===== src/rtl/map_rom_arb_pkg.sv =====
// Shared definitions for the map/sprite ROM arbiter.
//   - ADDR_W_DEF / DATA_W_DEF : default ROM address / data widths
//   - ROM_LAT                 : ROM read latency in cycles (synchronous read)
//   - tag_t                   : response tag {valid, is_pix, idx} carried
//                               alongside each read until its data returns
//   - idx_width()             : width of a client index for n clients
package map_rom_arb_pkg;

    localparam int unsigned ADDR_W_DEF = 19;
    localparam int unsigned DATA_W_DEF = 8;
    localparam int unsigned ROM_LAT    = 1;

    // The tag index is sized for the largest supported client count (8).
    localparam int unsigned IDX_W_MAX  = 3;

    typedef struct packed {
        logic                 valid;
        logic                 is_pix;
        logic [IDX_W_MAX-1:0] idx;
    } tag_t;

    function automatic int unsigned idx_width(input int unsigned n);
        return (n <= 2) ? 1 : $clog2(n);
    endfunction

endpackage


===== src/rtl/map_rom_arbiter_rr_picker.sv =====
// Combinational round-robin selector.
// Ports:
//   eligible   in  NUM_REQ  requesters allowed to win this cycle
//   ptr        in  IDX_W    index of the last granted requester
//   win_onehot out NUM_REQ  one-hot winner (zero when none eligible)
//   win_idx    out IDX_W    winner index
//   any_valid  out 1        at least one requester is eligible
// The search starts at ptr+1 and wraps modulo NUM_REQ, so NUM_REQ need not
// be a power of two.
module rr_picker
    import map_rom_arb_pkg::*;
#(
    parameter int unsigned NUM_REQ = 4,
    parameter int unsigned IDX_W   = idx_width(NUM_REQ)
) (
    input  logic [NUM_REQ-1:0] eligible,
    input  logic [IDX_W-1:0]   ptr,
    output logic [NUM_REQ-1:0] win_onehot,
    output logic [IDX_W-1:0]   win_idx,
    output logic               any_valid
);

    logic [IDX_W-1:0] cand;

    always_comb begin
        win_onehot = '0;
        win_idx    = '0;
        any_valid  = 1'b0;
        cand       = '0;
        for (int unsigned k = 1; k <= NUM_REQ; k++) begin
            cand = IDX_W'((32'(ptr) + k) % NUM_REQ);
            if (!any_valid && eligible[cand]) begin
                any_valid = 1'b1;
                win_idx   = cand;
            end
        end
        if (any_valid) begin
            win_onehot = NUM_REQ'(1) << win_idx;
        end
    end

endmodule


===== src/rtl/map_rom_arbiter.sv =====
// Arbiter sharing the single-port synchronous-read map/sprite ROM between
// the colour mapper pixel fetch (highest priority) and NUM_REQ round-robin
// movement/collision clients.
// Ports:
//   Clk, Reset           clock and synchronous active-high reset
//   pix_req/pix_addr     single-cycle pixel fetch request
//   pix_valid/pix_data   pixel data, 2 cycles after an accepted pix_req
//   pix_miss             pixel fetch dropped by starvation preemption
//   req/req_addr         client requests (held until granted) and addresses
//   gnt                  registered one-hot grant pulse
//   rsp_valid/rsp_data   one-hot client response valid and data
//   rom_rd/rom_addr      registered ROM read strobe and address
//   rom_data             ROM data, valid one cycle after rom_rd
// Optional feature macro: ROM_ARB_STARVE_EN enables the starvation counter
// that lets a waiting client preempt the pixel port after STARVE_MAX cycles.
module map_rom_arbiter
    import map_rom_arb_pkg::*;
#(
    parameter int unsigned NUM_REQ    = 4,
    parameter int unsigned ADDR_W     = ADDR_W_DEF,
    parameter int unsigned DATA_W     = DATA_W_DEF,
    parameter int unsigned STARVE_MAX = 64
) (
    input  logic                      Clk,
    input  logic                      Reset,
    input  logic                      pix_req,
    input  logic [ADDR_W-1:0]         pix_addr,
    output logic                      pix_valid,
    output logic                      pix_miss,
    output logic [DATA_W-1:0]         pix_data,
    input  logic [NUM_REQ-1:0]        req,
    input  logic [NUM_REQ*ADDR_W-1:0] req_addr,
    output logic [NUM_REQ-1:0]        gnt,
    output logic [NUM_REQ-1:0]        rsp_valid,
    output logic [DATA_W-1:0]         rsp_data,
    output logic                      rom_rd,
    output logic [ADDR_W-1:0]         rom_addr,
    input  logic [DATA_W-1:0]         rom_data
);

    localparam int unsigned IDX_W = idx_width(NUM_REQ);

    if (NUM_REQ < 2 || NUM_REQ > 8) begin : g_bad_num_req
        $error("map_rom_arbiter: NUM_REQ must be 2..8");
    end
    if (STARVE_MAX < 1) begin : g_bad_starve_max
        $error("map_rom_arbiter: STARVE_MAX must be at least 1");
    end
    if (ROM_LAT != 1) begin : g_bad_rom_lat
        $error("map_rom_arbiter: tag pipeline assumes a 1-cycle ROM");
    end

    logic [NUM_REQ-1:0] elig;
    logic [NUM_REQ-1:0] win_onehot;
    logic [IDX_W-1:0]   win_idx;
    logic               any_elig;
    logic               preempt;
    logic               pix_win;
    logic               cli_win;

    logic [NUM_REQ-1:0] gnt_d, gnt_q;
    logic               rom_rd_d, rom_rd_q;
    logic [ADDR_W-1:0]  rom_addr_d, rom_addr_q;
    logic [IDX_W-1:0]   ptr_d, ptr_q;
    tag_t               tag1_d, tag1_q;
    tag_t               tag2_d, tag2_q;

`ifdef ROM_ARB_STARVE_EN
    localparam int unsigned STARVE_W = $clog2(STARVE_MAX + 1);
    logic [STARVE_W-1:0] starve_d, starve_q;
    logic                miss1_d, miss1_q;
    logic                miss2_d, miss2_q;
`endif

    // A client that holds gnt this cycle is masked so a still-high req is
    // not granted twice for the same transaction.
    assign elig = req & ~gnt_q;

    rr_picker #(
        .NUM_REQ (NUM_REQ),
        .IDX_W   (IDX_W)
    ) u_rr_picker (
        .eligible   (elig),
        .ptr        (ptr_q),
        .win_onehot (win_onehot),
        .win_idx    (win_idx),
        .any_valid  (any_elig)
    );

    always_comb begin
`ifdef ROM_ARB_STARVE_EN
        preempt = any_elig && (32'(starve_q) == STARVE_MAX);
`else
        preempt = 1'b0;
`endif
        pix_win = pix_req && !preempt;
        cli_win = any_elig && !pix_win;

        gnt_d      = cli_win ? win_onehot : '0;
        rom_rd_d   = pix_win || cli_win;
        rom_addr_d = rom_addr_q;
        if (pix_win) begin
            rom_addr_d = pix_addr;
        end else if (cli_win) begin
            rom_addr_d = req_addr[win_idx*ADDR_W +: ADDR_W];
        end
        ptr_d = cli_win ? win_idx : ptr_q;

        tag1_d        = '0;
        tag1_d.valid  = rom_rd_d;
        tag1_d.is_pix = pix_win;
        tag1_d.idx    = IDX_W_MAX'(win_idx);
        tag2_d        = tag1_q;

`ifdef ROM_ARB_STARVE_EN
        miss1_d = pix_req && preempt;
        miss2_d = miss1_q;
        // Counting only happens while a client waits behind the pixel port.
        if (cli_win || !any_elig) begin
            starve_d = '0;
        end else begin
            starve_d = starve_q + STARVE_W'(1);
        end
`endif
    end

    always_ff @(posedge Clk) begin
        if (Reset) begin
            gnt_q      <= '0;
            rom_rd_q   <= 1'b0;
            rom_addr_q <= '0;
            ptr_q      <= IDX_W'(NUM_REQ - 1);
            tag1_q     <= '0;
            tag2_q     <= '0;
`ifdef ROM_ARB_STARVE_EN
            starve_q   <= '0;
            miss1_q    <= 1'b0;
            miss2_q    <= 1'b0;
`endif
        end else begin
            gnt_q      <= gnt_d;
            rom_rd_q   <= rom_rd_d;
            rom_addr_q <= rom_addr_d;
            ptr_q      <= ptr_d;
            tag1_q     <= tag1_d;
            tag2_q     <= tag2_d;
`ifdef ROM_ARB_STARVE_EN
            starve_q   <= starve_d;
            miss1_q    <= miss1_d;
            miss2_q    <= miss2_d;
`endif
        end
    end

    assign gnt       = gnt_q;
    assign rom_rd    = rom_rd_q;
    assign rom_addr  = rom_addr_q;
    assign pix_data  = rom_data;
    assign rsp_data  = rom_data;
    assign pix_valid = tag2_q.valid && tag2_q.is_pix;
    assign rsp_valid = (tag2_q.valid && !tag2_q.is_pix)
                       ? (NUM_REQ'(1) << tag2_q.idx) : '0;
`ifdef ROM_ARB_STARVE_EN
    assign pix_miss  = miss2_q;
`else
    assign pix_miss  = 1'b0;
`endif

endmodule


===== config.mk =====
export PLATFORM = sky130hd
export DESIGN_NAME = map_rom_arbiter
export DESIGN_NICKNAME = d
export VERILOG_FILES = /design/src/rtl/map_rom_arb_pkg.sv /design/src/rtl/map_rom_arbiter_rr_picker.sv /design/src/rtl/map_rom_arbiter.sv
export SDC_FILE = /design/constraint.sdc
export NUM_CORES = 1
export LEC_CHECK = 0
export BUFFER_PORTS_ARGS = -buffer_cell sky130_fd_sc_hd__buf_2
export CAP_MARGIN = 10
export CORE_UTILIZATION = 40
export DETAILED_ROUTE_END_ITERATION = 10
export PLACE_DENSITY = 0.86
export SLEW_MARGIN = 30
export SYNTH_ARGS = -nofsm -noshare
export SYNTH_HDL_FRONTEND = slang
export SYNTH_SLANG_ARGS = --single-unit

===== constraint.sdc =====
create_clock -name Clk -period 3.33 [get_ports Clk]
set_input_delay 0.333 -clock Clk [delete_from_list [all_inputs] [get_ports Clk]]
set_output_delay 0.333 -clock Clk [all_outputs]
set_load 0.01 [all_outputs]

==> metrics.md <==
| Metric | Value |
|---|---|
| Clock skew | `about 0.0067 ns` |
| EDFF count, synth | `0` |
| Largest net degree at the start of global routing | `34` |
| # IOs | `156` |
| Required time of the critical path | `roughly 3.5 ns` |
| Met2 WL | `approximately 2800 um` |
| Dpl ws | `roughly 1.1 ns` |
| Overall fraction of global-route tracks in use | `0.200` |
| Top Layer Used | `met4` |
| Final min period | `between 2 and 2.5 ns` |
| Leakage | `1.45 nW` |
| CTS max path bufs | `2` |
| Synth cell types | `37` |
| CP startpoint kind | `register` |
| CTS H-tree lvls | `2` |
| Area Overhead vs Synth | `31.9%` |
| ANT cells | `0` |
| Antenna viol nets, final | `0` |
| HP Class | `input pin to register` |
| TNS Setup | `0 ns` |
| Max rail drop VDD | `0.267 mV` |
| Non-filler cells, final | `between 400 and 500` |
| Post-synth top flop | `dfxtp_1` |
| Worst Tran Pin Value | `between 0.7 and 0.8 ns` |
| CP Capture Type | `register` |
| Initial core utilization | `0.429` |
| Root Driver | `clkbuf_8` |
| DP HPWL | `a little under 4000 um` |
| Maximum clock rate | `473 MHz` |
| Hold slack | `0.392 ns` |
| Gr ovfl total | `0` |
| Number of global-route vias before repair | `slightly below 2000` |
| Max Cap Viol | `0` |
| Power Density | `between 400 and 500 mW/mm^2` |
| Worst EP arrival | `2.29 ns` |
| # rows | `25` |
| Vias | `between 2000 and 2500` |
| Num CTS Buffers | `5` |
| DRC | `0` |
| IO Port Bufs | `130` |
| CP Class | `register to register` |
| Total core area | `approximately 0.005 mm^2` |
| Layout Nets | `between 400 and 500` |
| DRT met1 WL | `approximately 2200 um` |
| Synth warnings | `0` |
| Pwr Total | `about 1.2 mW` |
| Worst slew margin | `0.469` |
| Die area | `roughly 0.0055 mm^2` |
| Dpl cells | `roughly 400` |
| Worst-path fanout max | `22` |
| Die Y | `74.3 um` |
| Die W | `around 74 um` |
| RD Place Congestion | `around 0.76` |
| Wire length of the first global-routing pass | `around 8400 um` |
| Post-Syn Instances | `between 200 and 250` |
| Tcrit/Tclk final | `0.635` |
| Status | `completed` |
| RSZ-0062 raised after global routing | `false` |
| CTS resizes | `0` |
| Drt total wl | `between 5000 and 6000 um` |
| Average wire per standard cell | `13.5 um` |
| Most common cell after layout, fill and taps aside | `buf_2` |
| Max-slew violations | `0` |
| Syn avg cell area | `a little over 9 um^2` |
| Post-cts hold buffer count | `0` |
| Clock-pin slew on the worst setup and hold paths | `around 0.07 ns` |
| Via-to-Cell Ratio | `roughly 5.1` |
| Seq/Total Area, Yosys | `0.316` |
| Setup bufs post-CTS | `0` |
| Most frequent cells in the layout | `buf_2, mux2i_1, dfxtp_1, inv_1` |
| Clk Latency, worst-skew pair | `0.28 ns` |
| Ys async rst share | `0` |
| Clk sinks | `33` |
| Layout cells sized above 1 | `0.475` |
| Fin. Hold Viols | `0` |
| Drt pass-1 iters | `4` |
| CTS tree | `done` |
| Syn Nets | `between 300 and 400` |
| Flops & latches, synth | `33` |
| Final setup viols | `0` |
| Initial antenna violation count | `0` |
| DR WL met3 | `between 300 and 400 um` |
| Final worst setup slack | `between 1 and 1.5 ns` |
| DR iter-0 viols | `54` |
| Mapped Area | `around 0.0021 mm^2` |
layout make-up:
class | count | area (um^2)
Inverter | 20 | 75.1
Multi-Input combinational cell | 144 | 1140
Clock inverter | 1 | 30.0
Clock buffer | 7 | 86.3
Timing Repair Buffer | 132 | 678
Fill cell | 464 | 2120
Tap cell | 67 | 83.8
Sequential cell | 33 | 661
path summary, 6_finish.rpt:
kind | from | to | slack, ns | depth (start not counted)
setup reg to reg | gnt[3] | rom_addr[3] | 1.22 | 6
hold reg to reg | tag1_q[3] | tag2_q[3] | 0.44 | 1
hold / removal | req_addr[21] | rom_addr[2] | 0.39 | 3
setup / recovery | gnt[3] | rom_addr[3] | 1.22 | 6
cell usage after synthesis, types with 2 or more instances:
cell type | count | share of area
nand2_1 | 4 | 0.0072
inv_1 | 20 | 0.036
nor2b_2 | 2 | 0.0084
a21o_1 | 2 | 0.0072
dfxtp_1 | 33 | 0.32
buf_4 | 20 | 0.072
mux2i_1 | 38 | 0.18
o21ai_0 | 19 | 0.045
o221ai_2 | 2 | 0.014
a221oi_2 | 10 | 0.072
clkbuf_1 | 8 | 0.014
a21oi_1 | 19 | 0.045
nor2_1 | 5 | 0.0090
nand2b_1 | 5 | 0.015
nor2b_1 | 8 | 0.024
buf_2 | 2 | 0.0048
a221oi_1 | 9 | 0.038
nor3_1 | 4 | 0.0096
where the power goes:
group	total, mW	internal [mW]	leakage (nW)	switching, mW
logic	0.366	0.177	1.12	0.190
clock network	0.383	0.244	0.0585	0.139
registers	0.455	0.434	0.274	0.0211
state kept, by name, summed over array words and instances, names as in the netlist:
register / cells
tag2_q: 4
rom_addr: 19
tag1_q: 4
gnt: 4
ptr_q: 2
routing by layer:
metal / track usage / up-vias
li1: - / 1019
met1: 0.211 / 954
met2: 0.375 / 76
met3: 0.0528 / 12
met4: 0.0839 / 0
met5: 0 / -
cell families after synthesis:
family | synth area share
mux | 0.182
simple gates | 0.111
other cells | 0.00179
buf+inv | 0.142
compound gates | 0.248
flops | 0.316
critical path, cell delays in order, from the launching register on:
cell	delay, ns
dfxtp_1	0.34
nand2b_2	0.17
o221ai_2	0.14
a21oi_4	0.67
buf_12	0.28
mux2i_1	0.10
a221oi_1	0.31
stage by stage:
stage | util | instance area [um^2]
after detailed placement | 0.542 | 2640
after global routing | 0.565 | 2760
after floorplan | - | 2090
after CTS | 0.565 | 2760
after global placement | 0.542 | 2640
final | 0.565 | 2760
(Power assumes the default switching activity.)
